`src/rtl/cpu_trace_buffer.sv`:
```
// rtl/cpu_trace_buffer.sv - circular commit-trace buffer with PC trigger, post-trigger window and drain port
module cpu_trace_buffer #(
  parameter int DATA_W    = 32,
  parameter int AW        = 4,
  parameter int POST_TRIG = 8
) (
  input  logic              clk,
  input  logic              reset,
  input  logic              arm,
  input  logic              trig_en,
  input  logic [DATA_W-1:0] trig_pc,
  input  logic              cpu_valid,
  input  logic [DATA_W-1:0] cpu_pc,
  input  logic [31:0]       cpu_inst,
  input  logic              cpu_reg_write,
  input  logic [4:0]        cpu_write_reg,
  input  logic [DATA_W-1:0] cpu_write_data,
  input  logic              cpu_mem_write,
  output logic              rd_valid,
  input  logic              rd_ready,
  output logic [DATA_W-1:0] rd_pc,
  output logic [31:0]       rd_inst,
  output logic [DATA_W-1:0] rd_wdata,
  output logic [4:0]        rd_wreg,
  output logic [1:0]        rd_flags,
  output logic [1:0]        state,
  output logic [AW:0]       count,
  output logic              triggered
);

  localparam int DEPTH = 2 ** AW;
  localparam int ENT_W = 2 * DATA_W + 32 + 5 + 2;
  localparam logic [AW:0]   FULL_CNT = (AW+1)'(DEPTH);
  localparam logic [AW-1:0] POST_L   = AW'(POST_TRIG);

  typedef enum logic [1:0] {
    IDLE    = 2'b00,
    ARMED   = 2'b01,
    CAPTURE = 2'b10,
    DONE    = 2'b11
  } state_e;

  state_e            state_q;
  logic [AW-1:0]     wp_q, rp_q, post_q;
  logic [AW:0]       count_q;
  logic              triggered_q;
  logic [ENT_W-1:0]  mem_q [DEPTH];

  logic              capturing, cap_en, trig_hit, full;
  logic [ENT_W-1:0]  entry_d, head;

  assign capturing = (state_q == ARMED) || (state_q == CAPTURE);
  // arm wins over capture: the entry presented in an arm cycle is dropped
  assign cap_en    = cpu_valid && capturing && !arm;
  assign trig_hit  = trig_en ? (cpu_pc == trig_pc) : 1'b1;
  assign full      = (count_q == FULL_CNT);
  assign entry_d   = {cpu_pc, cpu_inst, cpu_write_data, cpu_write_reg, cpu_mem_write, cpu_reg_write};

  always_ff @(posedge clk) begin
    if (cap_en) begin
      mem_q[wp_q] <= entry_d;
    end
  end

  always_ff @(posedge clk or negedge reset) begin
    if (!reset) begin
      state_q     <= IDLE;
      wp_q        <= '0;
      rp_q        <= '0;
      post_q      <= '0;
      count_q     <= '0;
      triggered_q <= 1'b0;
    end else if (arm && state_q != DONE) begin
      state_q     <= ARMED;
      wp_q        <= '0;
      rp_q        <= '0;
      post_q      <= '0;
      count_q     <= '0;
      triggered_q <= 1'b0;
    end else begin
      // when full, the oldest entry is overwritten so rp follows wp
      if (cap_en) begin
        wp_q <= wp_q + 1'b1;
        if (full) rp_q <= rp_q + 1'b1;
        else      count_q <= count_q + 1'b1;
      end
      case (state_q)
        ARMED: begin
          if (cpu_valid && trig_hit) begin
            triggered_q <= 1'b1;
            post_q      <= POST_L;
            state_q     <= (POST_TRIG == 0) ? DONE : CAPTURE;
          end
        end
        CAPTURE: begin
          if (cpu_valid) begin
            post_q <= post_q - 1'b1;
            if (post_q == AW'(1)) state_q <= DONE;
          end
        end
        DONE: begin
          if (rd_valid && rd_ready) begin
            rp_q    <= rp_q + 1'b1;
            count_q <= count_q - 1'b1;
            if (count_q == (AW+1)'(1)) state_q <= IDLE;
          end
        end
        default: ;
      endcase
    end
  end

  assign head      = mem_q[rp_q];
  assign rd_valid  = (state_q == DONE) && (count_q != '0);
  assign rd_pc     = head[ENT_W-1 -: DATA_W];
  assign rd_inst   = head[DATA_W+7+32-1 -: 32];
  assign rd_wdata  = head[DATA_W+7-1 -: DATA_W];
  assign rd_wreg   = head[6:2];
  assign rd_flags  = head[1:0];
  assign state     = state_q;
  assign count     = count_q;
  assign triggered = triggered_q;

endmodule

```
`config.mk`:
```
export PLATFORM = sky130hd
export DESIGN_NAME = cpu_trace_buffer
export DESIGN_NICKNAME = d
export VERILOG_FILES = /design/src/rtl/cpu_trace_buffer.sv
export SDC_FILE = /design/constraint.sdc
export NUM_CORES = 1
export LEC_CHECK = 0
export ABC_AREA = 1
export BUFFER_PORTS_ARGS = -buffer_cell sky130_fd_sc_hd__buf_2
export CORE_UTILIZATION = 39
export CTS_CLUSTER_DIAMETER = 80
export DETAILED_ROUTE_END_ITERATION = 7
export GPL_TIMING_DRIVEN = 0
export PLACE_DENSITY = 0.54
export SLEW_MARGIN = 20
export SYNTH_ARGS = -nofsm -noshare
export SYNTH_HDL_FRONTEND = slang
export SYNTH_SLANG_ARGS = --single-unit
```
`constraint.sdc`:
```
create_clock -name clk -period 6.5 [get_ports clk]
set_input_delay 0.65 -clock clk [delete_from_list [all_inputs] [get_ports clk]]
set_output_delay 0.65 -clock clk [all_outputs]
set_load 0.005 [all_outputs]
```
# ---- After elaboration in Yosys (flattened, before gate mapping)
# Memories as Yosys holds them, arrays and structs flattened.
# Index checks and enable logic that the tools add are counted.
dict set report word_totals {
  reg_bits 20
  mem_bits_rw 1648
  out_inout_bits 112
  elab_cells 71
  n_memories 1
}
dict set report op_classes {
  add_sub_neg 5
  n_eq_ne 13
  mux 29
  reduce_logical 17
}
# name depth width rd rd_ports_with_merged_regs write_ports line_no
set memory_table {}
lappend memory_table {mem_q 16 103 1 0 1 47} ;# logic [ENT_W-1:0] mem_q [DEPTH];
# operator n
set ops {}
lappend ops {{4-bit 2-to-1 mux} 10}
lappend ops {{32-bit == test} 1}
lappend ops {{5-bit 2-to-1 mux} 5}
lappend ops {{2-bit 2-to-1 mux} 6}
lappend ops {{4-bit by 1-bit adder with 4-bit output, second input constant} 2}
lappend ops {{4-bit case mux with 2 select lines} 1}
lappend ops {{1-bit logical AND} 6}
lappend ops {{1-bit 2-to-1 mux} 6}
lappend ops {{3-bit by 1-bit != test with 1-bit output, second input constant} 2}
lappend ops {{3-bit != test, second input constant} 2}
lappend ops {{2-bit case mux with 3 select lines} 1}
lappend ops {{6-bit AND reduction} 1}
lappend ops {{2-bit nonzero test} 3}
lappend ops {{5-bit by 1-bit adder with 5-bit output, second input constant} 1}
lappend ops {{5-bit by 1-bit == test with 1-bit output, second input constant} 1}
lappend ops {{5-bit == test, second input constant} 1}
lappend ops {{5-bit nonzero test} 1}
lappend ops {{5-bit by 1-bit subtractor with 5-bit output, second input constant} 1}
lappend ops {{2-bit == test, second input constant} 2}
lappend ops {{4-bit by 1-bit == test with 1-bit output, second input constant} 1}
lappend ops {{4-bit nonzero test} 1}
lappend ops {{4-bit by 1-bit subtractor with 4-bit output, second input constant} 1}
lappend ops {{3-bit by 2-bit != test with 1-bit output, second input constant} 1}
lappend ops {{3-bit AND reduction} 1}
lappend ops {{6 further kinds} 6}

# ---- Longest topological paths before layout
dict set report depth {
  depth_word 8
  mapped_depth 14
}

# ---- Worst setup path before layout
# No wires, ideal clock.
dict set report synth_timing {
  path_type {reg2reg}
  from {reg state_q[0] (netlist: state[0])}
  to {mem mem_q[11][0] in the netlist's numbering, enable pin}
  setup_time_ns 0.566
  arrival_ns 5.682
  slack_ns 0.252
  stages_incl_launch_ff 9
  n_path_buf 1
  period_less_slack_ns 6.248
  path_cell_list {dfrtp_1 -> inv_1 -> ha_1 -> inv_1 -> nand3_1 -> inv_1 -> buf_2 -> nand2_1 -> nor2_1}
}
dict set report synth_between {
  elab_chain_cells 6
  elab_cells_between_ends 7
  classes_between {eq/ne (2); mux (2); reduce/logical (3)}
}
# element line_no
set synth_rtl {}
lappend synth_rtl {{start: declaration} 43} ;# state_e state_q;
lappend synth_rtl {{start signal: assignment} 92} ;# state_q <= (POST_TRIG == 0) ? DONE : CAPTURE;
lappend synth_rtl {{2-bit by 1-bit == test with 1-bit output / 2-bit == test (equally long branches)} 52} ;# assign capturing = (state_q == ARMED) || (state_q == CAPTURE);
lappend synth_rtl {{1-bit logical OR *} 52}
lappend synth_rtl {{1-bit logical AND * (2 in series)} 54} ;# assign cap_en = cpu_valid && capturing && !arm;
lappend synth_rtl {{1-bit 2-to-1 mux *} 60} ;# if (cap_en) begin
lappend synth_rtl {{1-bit 2-to-1 mux (not written as such) *} 61} ;# mem_q[wp_q] <= entry_d;
lappend synth_rtl {{end: declaration} 47}
# Every way passes the cells marked *; elsewhere a longest branch is shown, timed or not.

# ---- Final worst setup path
dict set report layout_timing {
  from {reg rp_q[1]}
  to {out rd_wdata[2]}
}
dict set report layout_between {
  elab_chain_cells 1
}
# element line_no
set layout_rtl {}
lappend layout_rtl {{start: declaration} 44} ;# logic [AW-1:0] wp_q, rp_q, post_q;
lappend layout_rtl {{start signal: assignment} 84} ;# if (full) rp_q <= rp_q + 1'b1;
lappend layout_rtl {{start signal: assignment} 103} ;# rp_q <= rp_q + 1'b1;
lappend layout_rtl {{memory 16 x 103 bit} n/a}
lappend layout_rtl {{end: declaration} 23} ;# output logic [DATA_W-1:0] rd_wdata,
# No other way between the ends.

==> flow_metrics.py <==
metrics = {
    "status": {
        "outcome": "complete, but fails checks",
        "violations": "design-rule violations",
    },
    "sta": {
        "fin_ws_ps": 1840,
        "relSlewSlack_pct": 21.8,
        "final_max_slew_viol_count": 0,
        "max_freq_mhz": 215,
        "worst_slew_pin_slew_ps": 1170,
        "report.final.setup_viol": 0,
        "skew_ps": 20.2,
        "finalHoldViolations": 0,
        "hold_slack_ps": 164,
        "period_minus_slack_ps": 4660,
        "period_share_pct": 71.7,
        "rsz0062_at_grt": "false",
        "setup_tns_ps": 0,
    },
    "layout": {
        "fillCellCount": 14500,
        "seq_area_um2": 50000,
        "synthToLayoutAreaGrowth_pct": 18.3,
        "drive_gt1_share_pct": 13.7,
        "layout.nets": 5345,
        "multi_input_area_um2": 13600,
    },
    "yosys": {
        "synth_top_area_cell": "edfxtp_1",
        "synth_top_area_share_pct": 75.9,
        "synth.area.top_cells": "edfxtp_1 (76%), o21ai_0 (6.4%), nor2_1 (5.0%)",
        "ys_seq_elements": 1668,
        "synth_ff_type": "edfxtp_1",
        "synth_nets": 4810,
        "syn_avg_cell_area_um2": 14.0,
        "ys_seq_area_share_pct": 76.7,
        "synth_edf_count": 1648,
        "synthMostInstantiatedCell": "edfxtp_1",
        "ys_types": 38,
        "syn_area_um2": 65200,
        "ys_warn_count": 0,
        "ys_top_cells_by_count": "edfxtp_1 (1,648), nor2_1 (862), o21ai_0 (832)",
        "synthArstFlopShare_pct": 1.20,
        "postSynthCellCount": 4655,
    },
    "critical_path": {
        "critical_path_buf_inv_count": 4,
        "crit_type": "reg -> out",
        "cp_data_arrival_time_ps": 4010,
        "crit_top_cell": "buf_2",
        "worstPathRequired_ps": 5850,
        "rrSetupSlack_ps": 2980,
        "start_kind": "flip-flop",
        "slowest_delay_ps": 850,
        "crit_chain": "buf_4 > buf_2 > clkbuf_1 > o21ai_0 > o221ai_1 > nand3_1 > nand2_1 > buf_2",
        "crit_slowest_cell": "clkbuf_1",
        "endpoint_kind": "output port",
        "path_delay_family": "buffers and inverters",
        "path_max_fanout": 10,
    },
    "die": {
        "die_x_um": 411,
        "core_um2": 165000,
        "die_y_um": 411,
        "num_rows": 149,
        "start_util_pct": 39.4,
        "die_area_um2": 169000,
        "io_pins": 253,
    },
    "clocking": {
        "path_clk_slew_ps": 60,
        "cts_tree": "yes",
        "cts_sinks": 1668,
        "cts_root_buf": "clkbuf_16",
        "cts_buffer_depth": 3,
        "numCtsBuffers": 171,
        "post_cts_buffers": 0,
        "htree_levels": 4,
        "clkLatencyLatePin_ps": 820,
    },
    "route": {
        "vias": 43200,
        "drc": 3,
        "wire_per_inst_um": 28.6,
        "routed_wl_mm": 215,
        "drt-initial-drc-count": 4993,
        "drt-pass1-iter-count": 7,
        "viasPerCell": 5.75,
        "antenna_left": 0,
    },
    "global_routing": {
        "grtUsageTotal_pct": 25.3,
        "grt_pass1_vias": 42100,
        "antenna_found_initial": 28,
        "gr-total-overflow": 0,
        "grt_pass1_wl_mm": 305,
        "grt_max_degree": 21,
    },
    "place": {
        "hpwlAfterDp_mm": 148,
        "port_buffers": 252,
        "place_ws_ps": 2720,
        "globalplace.congestion": 0.791,
    },
    "power_and_ir_drop": {
        "pwr_density_cell_nw_per_um2": 372,
        "power.total_w": 0.0287,
        "vdd_drop_max_uv": 327,
        "p_leak_nw": 25.1,
    },
    "min_path": {
        "hold_path.class": "in -> reg",
    },
    "job": {
        "cap_violations": 0,
    },
}
## cell type report
type,count,area share (%)
clock inverter,75,0.688
timing repair buffer,362,4.96
inverter,47,0.234
antenna,8,0.0260
sequential,1668,64.8
multi-input combinational,2595,17.6
clock buffer,231,6.07
buffer,345,1.99
tap,2189,3.55
## per-stage QoR
step / cell area, um2 / util [%] / std cells
final: 77100 / 46.6 / 7520
after global routing: 77100 / 46.6 / 7513
after CTS: 77100 / 46.6 / 7512
after detailed placement: 71800 / 43.4 / 7205
after global placement: 69200 / 41.8 / 7096
after floorplan: 65200 / - / 4655
## worst register-to-register path, delay by kind of cell (launching register included)
family                     cells  cell delay, ps
and+or+nand+nor                3            1070
buffers and inverters          8            1360
DFF                            1             440
adders and majority gates      1             330
## final timing paths
| check | from | depth (start not counted) | to |
|---|---|---|---|
| max | rp_q[1]$_DFF_PN0_ | 8 | rd_wdata[2] |
| min | cpu_valid | 3 | triggered$_DFFE_PN0P_ |
| max reg2reg | state[0]$_DFFE_PN0P_ | 12 | mem_q[9][7]$_DFFE_PP_ |
| min reg2reg | post_q[1]$_DFFE_PN0P_ | 2 | post_q[1]$_DFFE_PN0P_ |
| max in group asynchronous | reset | 2 | wp_q[2]$_DFFE_PN0P_ |
| min in group asynchronous | reset | 2 | rp_q[2]$_DFF_PN0_ |
## power breakdown
group | internal (W) | switching, W
clock | 0.00526 | 0.00408
combinational | 0.00195 | 0.00523
sequential | 0.0121 | 0.0000855
## layer usage
metal  vias to the layer above  track usage (%)  wire length [um]
met4                        18             7.49              5750
li1                      18900                -                 -
met2                      2004             41.0            102000
met3                       324             4.97             18700
met5                         -                0               107
met1                     21900             34.4             88800
## cells by family after synthesis
logic type	share of synthesized area [%]
buffers and inverters	2.62
xor gates and xnor gates	0.390
and+or+nand+nor	7.16
AOI/OAI and AO/OA	12.9
DFF	76.7
adders and majority gates	0.269
## flip-flops by register name (all words and copies together) (netlist names)
signal,count
mem_q,1648
rp_q,4
wp_q,4
count,5
triggered,1
post_q,4
state,2
## repair_timing
item | CTS | global route
endpoints found under the hold margin | 20 | 0
gates resized for setup | 0 | 0
hold buffers | 1 | 0
## placed cells by master (no fill, tap or decap), types with 18 or more instances in the layout
cell type | synthesis | final
nor2_1 | 862 | 846
dfrtp_1 | 20 | 20
clkinv_1 | 1 | 39
xnor2_1 | 24 | 24
clkbuf_16 | 0 | 177
inv_1 | 42 | 42
buf_2 | 85 | 337
o211ai_1 | 94 | 94
clkbuf_1 | 221 | 265
o21ai_0 | 832 | 832
buf_4 | 20 | 20
clkinv_2 | 1 | 22
edfxtp_1 | 1648 | 1648
buf_16 | 0 | 50
buf_12 | 0 | 58
nand3_1 | 125 | 125
o22ai_1 | 95 | 95
o221ai_1 | 318 | 318
nor2_4 | 2 | 18
nand2_1 | 193 | 193
(Power assumes the default switching activity.)
